`src/rtl/exe_issue.sv`:
```
// exe_issue: request FIFO feeding a single-outstanding execution unit,
// with a WAIT timeout and a writeback slot held until accepted.
module exe_issue #(
  parameter int DEPTH   = 4,
  parameter int TIMEOUT = 16
) (
  input  logic        clk,
  input  logic        rst,
  input  logic        req_valid,
  output logic        req_ready,
  input  logic [3:0]  req_tag,
  input  logic [2:0]  req_op,
  input  logic [31:0] req_a,
  input  logic [31:0] req_b,
  output logic        exe_start,
  output logic [2:0]  exe_op,
  output logic [31:0] exe_a,
  output logic [31:0] exe_b,
  input  logic        exe_valid,
  input  logic [31:0] exe_result,
  output logic        wb_valid,
  input  logic        wb_ready,
  output logic [3:0]  wb_tag,
  output logic [31:0] wb_data,
  output logic        wb_err,
  output logic        busy
);
  localparam int AW = $clog2(DEPTH);
  localparam int CW = $clog2(TIMEOUT) + 1;
  localparam logic [CW-1:0] LAST = CW'(TIMEOUT - 1);
  typedef enum logic [1:0] {IDLE, ISSUE, WAIT, HOLD} state_t;
  state_t        r_state, w_next;
  logic [70:0]   r_mem [DEPTH];
  logic [AW:0]   r_wp, r_rp;
  logic [CW-1:0] r_cnt;
  logic [3:0]    r_tag;
  logic [2:0]    r_op;
  logic [31:0]   r_a, r_b, r_data;
  logic          r_err;
  logic [70:0]   w_head;
  logic          w_empty, w_full, w_push, w_pop, w_legal, w_last;
  assign w_head  = r_mem[r_rp[AW-1:0]];
  assign w_empty = r_wp == r_rp;
  assign w_full  = (r_wp[AW] != r_rp[AW]) && (r_wp[AW-1:0] == r_rp[AW-1:0]);
  assign w_push  = req_valid && !w_full;
  assign w_pop   = (r_state == IDLE) && !w_empty;
  assign w_legal = w_head[66:64] < 3'd2;
  assign w_last  = r_cnt == LAST;
  assign req_ready = !w_full;
  assign exe_start = r_state == ISSUE;
  assign exe_op    = r_op;
  assign exe_a     = r_a;
  assign exe_b     = r_b;
  assign wb_valid  = r_state == HOLD;
  assign wb_tag    = r_tag;
  assign wb_data   = r_data;
  assign wb_err    = r_err;
  assign busy      = (r_state != IDLE) || !w_empty;
  always_comb begin
    w_next = r_state;
    unique case (r_state)
      IDLE:  w_next = w_empty ? IDLE : (w_legal ? ISSUE : HOLD);
      ISSUE: w_next = WAIT;
      WAIT:  w_next = (exe_valid || w_last) ? HOLD : WAIT;
      HOLD:  w_next = wb_ready ? IDLE : HOLD;
    endcase
  end
  // Storage needs no reset: the pointers alone define occupancy.
  always_ff @(posedge clk)
    if (w_push) r_mem[r_wp[AW-1:0]] <= {req_tag, req_op, req_a, req_b};
  always_ff @(posedge clk or posedge rst) begin
    if (rst) begin
      r_state <= IDLE;
      r_wp    <= '0;
      r_rp    <= '0;
      r_cnt   <= '0;
      r_tag   <= '0;
      r_op    <= '0;
      r_a     <= '0;
      r_b     <= '0;
      r_data  <= '0;
      r_err   <= 1'b0;
    end else begin
      r_state <= w_next;
      r_wp    <= r_wp + (AW+1)'(w_push);
      r_rp    <= r_rp + (AW+1)'(w_pop);
      if (w_pop) begin
        {r_tag, r_op, r_a, r_b} <= w_head;
        r_err  <= !w_legal;
        r_data <= '0;
      end
      if (r_state == ISSUE) r_cnt <= '0;
      if (r_state == WAIT) begin
        r_cnt  <= r_cnt + CW'(1);
        r_data <= exe_valid ? exe_result : '0;
        r_err  <= !exe_valid;
      end
    end
  end
endmodule

```
`config.mk`:
```
export PLATFORM = sky130hd
export DESIGN_NAME = exe_issue
export DESIGN_NICKNAME = d
export VERILOG_FILES = /design/src/rtl/exe_issue.sv
export SDC_FILE = /design/constraint.sdc
export NUM_CORES = 1
export LEC_CHECK = 0
export BUFFER_PORTS_ARGS = -buffer_cell sky130_fd_sc_hd__buf_4
export CORE_UTILIZATION = 30
export DETAILED_ROUTE_END_ITERATION = 8
export GPL_ROUTABILITY_DRIVEN = 0
export GPL_TIMING_DRIVEN = 0
export PLACE_DENSITY = 0.44
export REMOVE_ABC_BUFFERS = 1
export SYNTH_ARGS = -nofsm -noshare
export SYNTH_HDL_FRONTEND = slang
export SYNTH_SLANG_ARGS = --single-unit
```
`constraint.sdc`:
```
create_clock -name clk -period 7.45 [get_ports clk]
set_input_delay 0 -clock clk [delete_from_list [all_inputs] [get_ports clk]]
set_output_delay 0 -clock clk [all_outputs]
set_load 0.01 [all_outputs]
```
==> results by group, run 1 <==
Status
  – Status: finished clean

Logic synthesis
  – Synth async-reset ratio: 0.2918
  – Synth top area share: 0.5739
  – Dominant cell type by area after synthesis: edfxtp_1
  – Avg Synthesized Cell Area: approximately 22 sq um
  – Dominant synthesized flop cell: edfxtp_1
  – Distinct cells, synth: 40
  – Cells after Synth: 671
  – Synth top area cells: edfxtp_1 (57%), dfrtp_1 (20%), mux4_2 (11%)
  – Number of synthesized flops with an enable pin: 284
  – Sequential fraction of the synthesis area: 0.7710
  – Yosys reg bits: between 400 and 500
  – Post-Syn Area: approximately 15000 sq um
  – Ys Warns: 0

Worst setup path
  – Crit path capture type: flip-flop
  – Flop2flop setup slack: between 4 and 5 ns
  – Crit-path max FO: 36
  – Crit path DAT: ~3.5 ns
  – Path type of the worst setup path: reg2reg
  – Critical path startpoint category: flip-flop
  – Critical Path Start: r_rp[1]
  – Reg-to-Reg Start: r_rp[1]
  – Crit path to: r_mem[1][56]
  – RR Endpoint: r_mem[1][56]
  – Critical Path RT: 7.73 ns
  – Worst r2r path cells: 7

Timing
  – Final hold violations: 0
  – Max-slew violations: 0
  – Unrepaired setup endpoints after global routing: no
  – Fmax: 312.8 MHz
  – Fin crit period: roughly 3.2 ns
  – Worst Tran Pin Value: 1.203 ns
  – Clk_skew: 0.01694 ns
  – Fin crit share: 0.4291
  – Count of final setup violators: 0
  – Relative slew slack: 0.1983

Power
  – Static Leak: 7.600 nW
  – Max VDD drop: 0.1793 mV
  – PD cells: around 410 nW/um^2

Clock network
  – Postcts setup bufs: 0
  – H-tree Lvls: 2
  – Root buf cell: clkbuf_16
  – Clock buffer depth: 3
  – TritonCTS buffer count: 45
  – Clock-pin slew on the worst setup and hold paths: approximately 0.06 ns
  – Clock Latency Late Sink: approximately 0.56 ns
  – Clock sinks: between 400 and 500
  – CTS tree: yes

Die
  – Rows: 81
  – DIE HEIGHT: 224.6 microns
  – Die X: between 200 and 250 microns
  – Core region area: a little under 50000 sq um
  – Initial Utilization: 0.3042
  – Die ar.: roughly 50000 sq um
  – IO Count: roughly 220

Detailed routing
  – Met2 wire length: approximately 15 mm
  – Routed WL: 33.13 mm
  – Initial DRT Pass Iterations: 4
  – Total number of vias: just under 8000
  – Drc violations: 0
  – Final antenna-violating net count: 0
  – Met3 WL: between 2 and 2.5 mm
  – Routed vias/inst: 4.465
  – Uppermost layer routed: met5
  – Routed length on met1: between 10 and 15 mm
  – WL per Instance: 18.97 microns
  – 1st-iter DRT viols: 276

GRT
  – Initial antenna violation count: 1
  – Largest net degree at the start of global routing: 65
  – Global-route wire length before repair: slightly above 50 mm
  – GRT overflow: 0
  – Vias in the first global route: 8382
  – Overall Global Routing Usage: 0.1326

Cells and area
  – Post-route insts no fill: approximately 1700
  – Share of layout cells above drive strength 1: 0.4137
  – Diode count: 0
  – Finished Core Util: 0.4140
  – Area Growth Syn to Fin: 36.10%
  – Nets: 1166

Placement
  – Final HPWL DP: between 20 and 25 mm
  – DP Cell Count: 1556
  – # port buffers: around 220

Min path
  – Worst min path class: in2async

Flow run
  – Maxcap violations: 0
-- kinds of logic after synthesis --
group                      synth area share
DFF                                  0.7710
AOI/OAI and AO/OA                   0.02964
adders and majority gates          0.009262
muxes                                0.1621
buffers and inverters               0.01499
xor gates and xnor gates           0.005053
and+or+nand+nor                    0.008000
-- power breakdown --
part | switching, mW | leakage [nW] | internal [mW]
logic | 1.29 | 2.88 | 1.52
registers | 0.351 | 4.03 | 3.12
clock network | 0.865 | 0.686 | 1.23
-- per-layer routing --
metal,GRT usage,vias to the layer above
met3,0.03997,47
met2,0.2098,200
met4,0.04367,2
met5,0,-
li1,-,3514
met1,0.1740,4038
-- cell usage after synthesis (all sizes together), types with 2 or more instances --
cell	instances
ha	11
nand2	2
a32o	32
and3	3
nor3	2
nor2	3
edfxtp	284
nor4	2
nor3b	3
o31ai	2
or3	2
inv	7
mux4	71
mux2	71
o21ai	4
xor2	5
clkbuf	13
dfrtp	117
buf	21
-- repair_timing --
| item | 4_1_cts | 5_1_grt |
|---|---|---|
| hold buffers | 108 | 0 |
| hold endpoints to repair | 373 | 0 |
| gates resized for setup | 0 | 0 |
-- through the flow --
stage | setup slack, ns | hold slack (ns) | area (sq um) | setup TNS, ns | power [mW]
finish | 4.253 | 0.09372 | 20220 | 0 | 8.384
CTS | 4.138 | 0.08317 | 20220 | 0 | 8.570
global placement | -9.549 | 0.2044 | 17110 | -2440.76 | 6.377
global route | 4.044 | 0.1281 | 20220 | 0 | 8.877
floorplan | -1.764 | 0.09887 | 14670 | -344.19 | 5.075
detailed placement | 4.149 | 0.1402 | 17750 | 0 | 6.368
-- area by class of cell --
cell class	instances	area, sq um
sequential	401	11460
timing repair buffer	363	3298
multi-input combinational	228	3201
tap	664	830.8
clock buffer	65	1251
clock inverter	18	143.9
fill	4427	28630
inverter	8	35.03
-- how the worst min path moves through the flow --
stage	end	slack [ns]	cells past startpoint
6_report	wb_data[22]	0.09	3
5_1_grt	wb_data[17]	0.13	3
4_1_cts	wb_data[17]	0.08	3
3_5_place_dp	wb_data[17]	0.14	2
3_3_place_gp	r_mem[2][63]	0.20	1
2_1_floorplan	r_mem[0][0]	0.1	0
-- layout by cell type (no fill, tap or decap), types with 2 or more instances in the layout --
master	count
a32o_1	32
and3_1	2
buf_16	7
buf_4	216
buf_6	22
buf_8	9
bufinv_16	2
clkbuf_1	15
clkbuf_16	45
clkbuf_8	5
clkinv_1	7
clkinv_2	7
dfrtp_1	115
dfrtp_4	2
dlygate4sd3_1	108
edfxtp_1	284
ha_1	11
inv_1	6
inv_6	3
mux2_1	22
mux2_2	49
mux4_2	71
nand2_1	2
nor2_1	3
nor3b_2	2
nor4_1	2
o21ai_0	4
or3_1	2
xor2_1	2
xor2_2	3
-- state kept, by name, indices dropped and copies added, names as in the netlist --
| signal | cells |
|---|---|
| r_rp | 3 |
| exe_a | 32 |
| r_state | 2 |
| exe_b | 32 |
| exe_op | 3 |
| wb_tag | 4 |
| r_mem | 284 |
| r_wp | 3 |
| wb_err | 1 |
| r_cnt | 5 |
| wb_data | 32 |
-- critical path: stages, from the launching register on --
cell,delay (ns)
dfrtp_4,0.86
xor2_2,0.38
o31ai_1,0.23
nor3b_2,0.69
buf_6,0.25
buf_6,0.17
buf_6,0.18
buf_6,0.15
Note: power is estimated with default switching activity, not from simulation.
==> run 2, diff against run 1 <==
PLACE_DENSITY = 0.46   (was 0.44)
clock period = 2.9 ns   (was 7.45 ns; I/O delays follow)
==> results by group, run 2 (synthesis results as in run 1) <==
Flow run
  – Maxcap violations: 0 (unchanged)

Min path
  – Worst min path class: in2async

Cells and area
  – Finished Core Util: 0.4180 (+0.003996)
  – Max reg flops: 284 (unchanged)
  – Area Growth Syn to Fin: 37.41%
  – Diode count: 0 (unchanged)
  – Share of layout cells above drive strength 1: 0.4198 (+0.006133)
  – Commonest non-fill, non-tap cell in the layout: edfxtp_1
  – Post-route insts no fill: 1755 (+0.46%)
  – Most frequent cells in the layout: edfxtp_1 (284), buf_4 (225), dfrtp_1 (115), dlygate4sd3_1 (108), mux4_2 (71)
  – Nets: 1173 (+0.60%)

Timing
  – Fmax: 371.5 MHz (+19%)
  – Fin Setup TNS: 0 ns (unchanged)
  – Clk_skew: 0.01338 ns (-0.003553 ns)
  – Setup WS post-layout: 0.2081 ns (-4.045 ns)
  – Max-slew violations: 0 (unchanged)
  – Fin crit period: 2.692 ns (-0.5048 ns)
  – Final hold violations: 0 (unchanged)
  – Worst Tran Pin Value: 1.178 ns (-0.02459 ns)
  – Unrepaired setup endpoints after global routing: no
  – Relative slew slack: 0.2147 (+0.01639)
  – Count of final setup violators: 0 (unchanged)
  – Fin crit share: 0.9282 (+0.4992)

Detailed routing
  – 1st-iter DRT viols: 343 (+24%)
  – Initial DRT Pass Iterations: 4 (unchanged)
  – Routed vias/inst: 4.436 (-0.66%)
  – WL per Instance: 18.57 microns (-2.1%)
  – Routed WL: 32.60 mm (-1.6%)
  – Drc violations: 0 (unchanged)
  – Final antenna-violating net count: 0 (unchanged)
  – Total number of vias: 7785 (-0.21%)

Power
  – Pint: 15.42 mW (+160%)
  – Sw frac: 0.2956 (-0.003399)
  – Static Leak: 7.690 nW (+1.2%)
  – Clock Power Share: 0.254 (+0.004)
  – Sequential fraction of design power: 0.398 (-0.016)
  – Max VDD drop: 0.5128 mV (+190%)
  – Logic pwr share: 0.348 (+0.012)
  – PD cells: 1072 nW/um^2 (+160%)
  – NetSw: 6.471 mW (+160%)

GRT
  – Initial antenna violation count: 0 (-1)
  – Largest net degree at the start of global routing: 72 (+11%)
  – GRT overflow: 0 (unchanged)
  – Vias in the first global route: 8492 (+1.3%)
  – Global-route wire length before repair: 50.82 mm (+0.88%)
  – Overall Global Routing Usage: 0.1320 (-0.0006192)

Clock network
  – TritonCTS buffer count: 45 (unchanged)
  – Clock sinks: 401 (unchanged)
  – Clock-pin slew on the worst setup and hold paths: 0.06 ns (about the same)
  – Clock buffer depth: 3 (unchanged)
  – H-tree Lvls: 2 (unchanged)
  – Root buf cell: clkbuf_16
  – Clock Latency Late Sink: 0.56 ns (about the same)
  – CTS tree: yes

Worst setup path
  – Worst Path Buf+Inv: 7 (+3)
  – Path type of the worst setup path: reg2reg
  – Crit-path max FO: 27 (-25%)
  – Crit path DAT: 2.96 ns (-0.51 ns)
  – Flop2flop setup slack: 0.21 ns (-4.05 ns)
  – CP cell instances: buf_16 -> xor2_4 -> o31ai_4 -> nor3_4 -> buf_6 -> buf_6 -> buf_4 -> buf_4 -> buf_8 -> buf_6
  – Crit-path most repeated cell: buf_6
  – CP max stage cell: dfrtp_4
  – Critical Path RT: 3.17 ns (-4.56 ns)
  – CP top delay family: buffers and inverters
  – Critical path startpoint category: flip-flop
  – Crit path capture type: flip-flop
  – Slowest stage delay, CP: 0.49 ns (-0.37 ns)

Die
  – Initial Utilization: 0.3042 (unchanged)
  – Die X: 224.6 microns (unchanged)
  – IO Count: 216 (unchanged)
  – Die ar.: 50420 sq um (unchanged)
  – Rows: 81 (unchanged)
  – DIE HEIGHT: 224.6 microns (unchanged)
  – Core region area: 48850 sq um (unchanged)

Placement
  – # port buffers: 215 (unchanged)
  – DP Cell Count: 1556 (unchanged)
  – Dpl ws: -0.9531 ns (-5.102 ns)
  – Final HPWL DP: 20.73 mm (about the same)

Status
  – Status: finished clean
==> run 2: cell count changes in the layout (fill, tap and decap cells not counted), moves of 3 or more <==
cell      delta
buf_4        +9
clkinv_2     -4
clkinv_1     -3
clkbuf_8     +6
==> run 2: what timing repair did <==
item | in CTS | in global routing
gates resized for setup | 7 | 0
hold buffers | 108 | 0
buffers inserted | 3 | 4
hold endpoints to repair | 384 | 0
pin swaps | 1 | 1
setup endpoints to repair | 226 | 12
==> run 2: final cells by class <==
class | instances | area [sq um]
well taps | 664 | 830.8
fillers | 4381 | 28430
inverters | 8 | 35.03
clock inverters | 9 | 73.82
multi-input cells | 228 | 3256
repair buffers | 370 | 3368
clock buffers | 75 | 1391
flip-flops and latches | 401 | 11460
==> run 2: worst paths after layout <==
check,from,to,depth (start not counted)
worst max register to register,r_rp[0],r_mem[0][61],10
max in group asynchronous,rst,r_rp[1],4
worst min register to register,exe_a[27],exe_a[27],1
worst min-delay path,rst,exe_a[25],3
worst max-delay path,r_rp[0],r_mem[0][61],10
min in group clk,req_tag[3],r_mem[2][70],2
==> run 2: metrics by stage <==
stage	hold slack [ns]	total power, mW	area [sq um]
finish	0.06944	21.89	20420
floorplan	0.09887	13.04	14670
global placement	0.2031	14.90	17110
detailed placement	0.1163	16.33	17750
CTS	0.04961	22.31	20390
global route	0.1190	23.18	20420
==> run 2: per-layer routing <==
layer | routed length [microns] | global-route usage | part of all wire | vias up
met5 | 0 | 0 | 0 | -
met4 | 690 | 0.04301 | 0.021 | 0
met3 | 1979 | 0.03645 | 0.061 | 51
met2 | 15430 | 0.2141 | 0.47 | 206
met1 | 14500 | 0.1710 | 0.44 | 4001
li1 | - | - | - | 3527
==> run 2: worst register-to-register path, cell delays in order, from the launching register on <==
cell     delay [ns]
dfrtp_4        0.49
buf_16         0.21
xor2_4         0.27
o31ai_4        0.14
nor3_4         0.22
buf_6          0.17
buf_6          0.14
buf_4          0.20
buf_4          0.23
buf_8          0.17
buf_6          0.17
==> run 2: power groups by stage <==
stage               sequential (mW)  combinational (mW)  clock [mW]
finish                         8.71                7.63        5.56
global route                   8.90                8.31        5.97
CTS                            8.80                7.74        5.76
detailed placement             9.00                7.32           0
global placement               9.05                5.85           0
floorplan                      9.50                3.54           0
==> run 3, diff against run 2 <==
CELL_PAD_IN_SITES_DETAIL_PLACEMENT = 2   (was not set)
CELL_PAD_IN_SITES_GLOBAL_PLACEMENT = 2   (was not set)
PLACE_DENSITY = 0.57   (was 0.46)
==> results by group, run 3 (synthesis results as in run 1) <==
Timing
  – Clk_skew: 0.01804 ns (+0.004652 ns)
  – Fmax: 371.5 MHz (about the same)
  – Relative slew slack: 0.2525 (+0.03783)
  – Count of final setup violators: 0 (unchanged)
  – Max-slew violations: 0 (unchanged)
  – Unrepaired setup endpoints after global routing: no
  – Final hold violations: 0 (unchanged)
  – Fin crit share: 0.9283 (about the same)
  – WHS: 0.04673 ns (-0.02271 ns)
  – Worst Tran Pin Value: 1.114 ns (-0.06363 ns)
  – Fin crit period: 2.692 ns (+0.00002800 ns)
  – Setup WS post-layout: 0.2081 ns (-0.00002800 ns)

Placement
  – Dpl ws: -1.037 ns (-0.08404 ns)
  – # port buffers: 215 (unchanged)
  – Final HPWL DP: 23.20 mm (+12%)

GRT
  – Overall Global Routing Usage: 0.1518 (+0.01976)
  – Global-route wire length before repair: 57.34 mm (+13%)
  – GRT overflow: 0 (unchanged)
  – Initial antenna violation count: 1 (+1)
  – Vias in the first global route: 9191 (+8.2%)
  – Largest net degree at the start of global routing: 74 (+2.8%)

Clock network
  – Clock sinks: 401 (unchanged)
  – TritonCTS buffer count: 46 (+2.2%)
  – H-tree Lvls: 2 (unchanged)
  – Clock buffer depth: 3 (unchanged)
  – Root buf cell: clkbuf_16
  – Clock-pin slew on the worst setup and hold paths: 0.06 ns (about the same)
  – CTS tree: yes
  – Clock Latency Late Sink: 0.58 ns (+0.02 ns)

Cells and area
  – Max reg flops: 284 (unchanged)
  – Commonest non-fill, non-tap cell in the layout: edfxtp_1
  – Share of layout cells above drive strength 1: 0.4226 (+0.002788)
  – Area Growth Syn to Fin: 38.00%
  – Most frequent cells in the layout: edfxtp_1 (284), buf_4 (224), dfrtp_1 (115), dlygate4sd3_1 (108), mux4_2 (71)
  – Nets: 1179 (+0.51%)

Flow run
  – Maxcap violations: 0 (unchanged)

Die
  – Rows: 81 (unchanged)
  – IO Count: 216 (unchanged)
  – Die ar.: 50420 sq um (unchanged)
  – Core region area: 48850 sq um (unchanged)
  – Initial Utilization: 0.3042 (unchanged)
  – DIE HEIGHT: 224.6 microns (unchanged)
  – Die X: 224.6 microns (unchanged)

Detailed routing
  – Routed WL: 37.65 mm (+15%)
  – WL per Instance: 21.35 microns (+15%)
  – 1st-iter DRT viols: 307 (-10%)
  – Initial DRT Pass Iterations: 4 (unchanged)
  – Total number of vias: 7986 (+2.6%)
  – Final antenna-violating net count: 0 (unchanged)
  – Drc violations: 0 (unchanged)
  – Routed vias/inst: 4.530 (+2.1%)

Power
  – Static Leak: 7.723 nW (+0.42%)
  – Pwr Total: 22.41 mW (+2.4%)
  – PD cells: 1093 nW/um^2 (+1.9%)
  – Max VDD drop: 0.8307 mV (+62%)

Status
  – Status: finished clean

Worst setup path
  – Crit path capture type: flip-flop
  – Flop2flop setup slack: 0.21 ns (about the same)
  – Critical Path RT: 3.19 ns (+0.02 ns)
  – Critical path startpoint category: flip-flop
  – Path type of the worst setup path: reg2reg
  – Worst r2r path cells: 11 (+1)
  – Crit-path max FO: 36 (+33%)
  – Crit path DAT: 2.98 ns (+0.02 ns)

Min path
  – Worst min path class: in2async
==> run 3: what timing repair did <==
item	4_1_cts	5_1_grt
pin swaps	4	1
hold buffers	108	0
setup buffers	9	2
resized for setup	5	0
hold endpoints to repair	441	0
setup endpoints to repair	367	9
==> run 3: final cells by class <==
| type | instances | area [sq um] |
|---|---|---|
| sequential | 401 | 11460 |
| tap | 664 | 830.8 |
| fill | 4653 | 28340 |
| multi-input combinational | 228 | 3243 |
| inverter | 8 | 35.03 |
| antenna | 1 | 2.502 |
| timing repair buffer | 375 | 3417 |
| clock buffer | 68 | 1305 |
| clock inverter | 18 | 209.0 |
==> run 3: where the power goes <==
| part | total [mW] | internal (mW) | leakage (nW) | switching, mW |
|---|---|---|---|---|
| Sequential | 8.74 | 8.02 | 4.03 | 0.721 |
| Clock | 5.78 | 3.47 | 0.736 | 2.31 |
| Combinational | 7.88 | 4.07 | 2.95 | 3.81 |
==> run 3: routing by layer <==
metal  routed length (microns)  share of wire  GRT usage
met1                     15830           0.42     0.1878
met2                     18540           0.49     0.2555
met3                      2504          0.067    0.04546
met4                       775          0.021    0.04586
met5                         0              0          0
==> run 3: final timing paths <==
kind / end / from
max in group asynchronous: r_rp[0] / rst
min reg2reg: exe_b[15] / exe_b[15]
min in group clk: r_mem[1][60] / req_a[28]
min: wb_data[10] / rst
max: r_mem[2][9] / r_rp[1]
max reg2reg: r_mem[2][9] / r_rp[1]
==> run 3: per-stage QoR <==
stage               instance area, sq um  setup TNS [ns]  std cells  utilization
floorplan                          14670        -1905.54        637            -
global placement                   17110        -4532.74       1516       0.3503
detailed placement                 17740         -146.04       1556       0.3631
CTS                                20460               0       1759       0.4189
global route                       20510               0       1763       0.4198
finish                             20510               0       1763       0.4198
==> run 3: critical path, stage by stage, from the launching register on <==
cell and delay, ns:
dfrtp_4 0.50, buf_16 0.21, xor2_4 0.21, o31ai_4 0.13
nor3b_2 0.25, buf_6 0.16, buf_6 0.14, buf_6 0.18
buf_6 0.17, buf_6 0.15, buf_8 0.15, buf_8 0.15
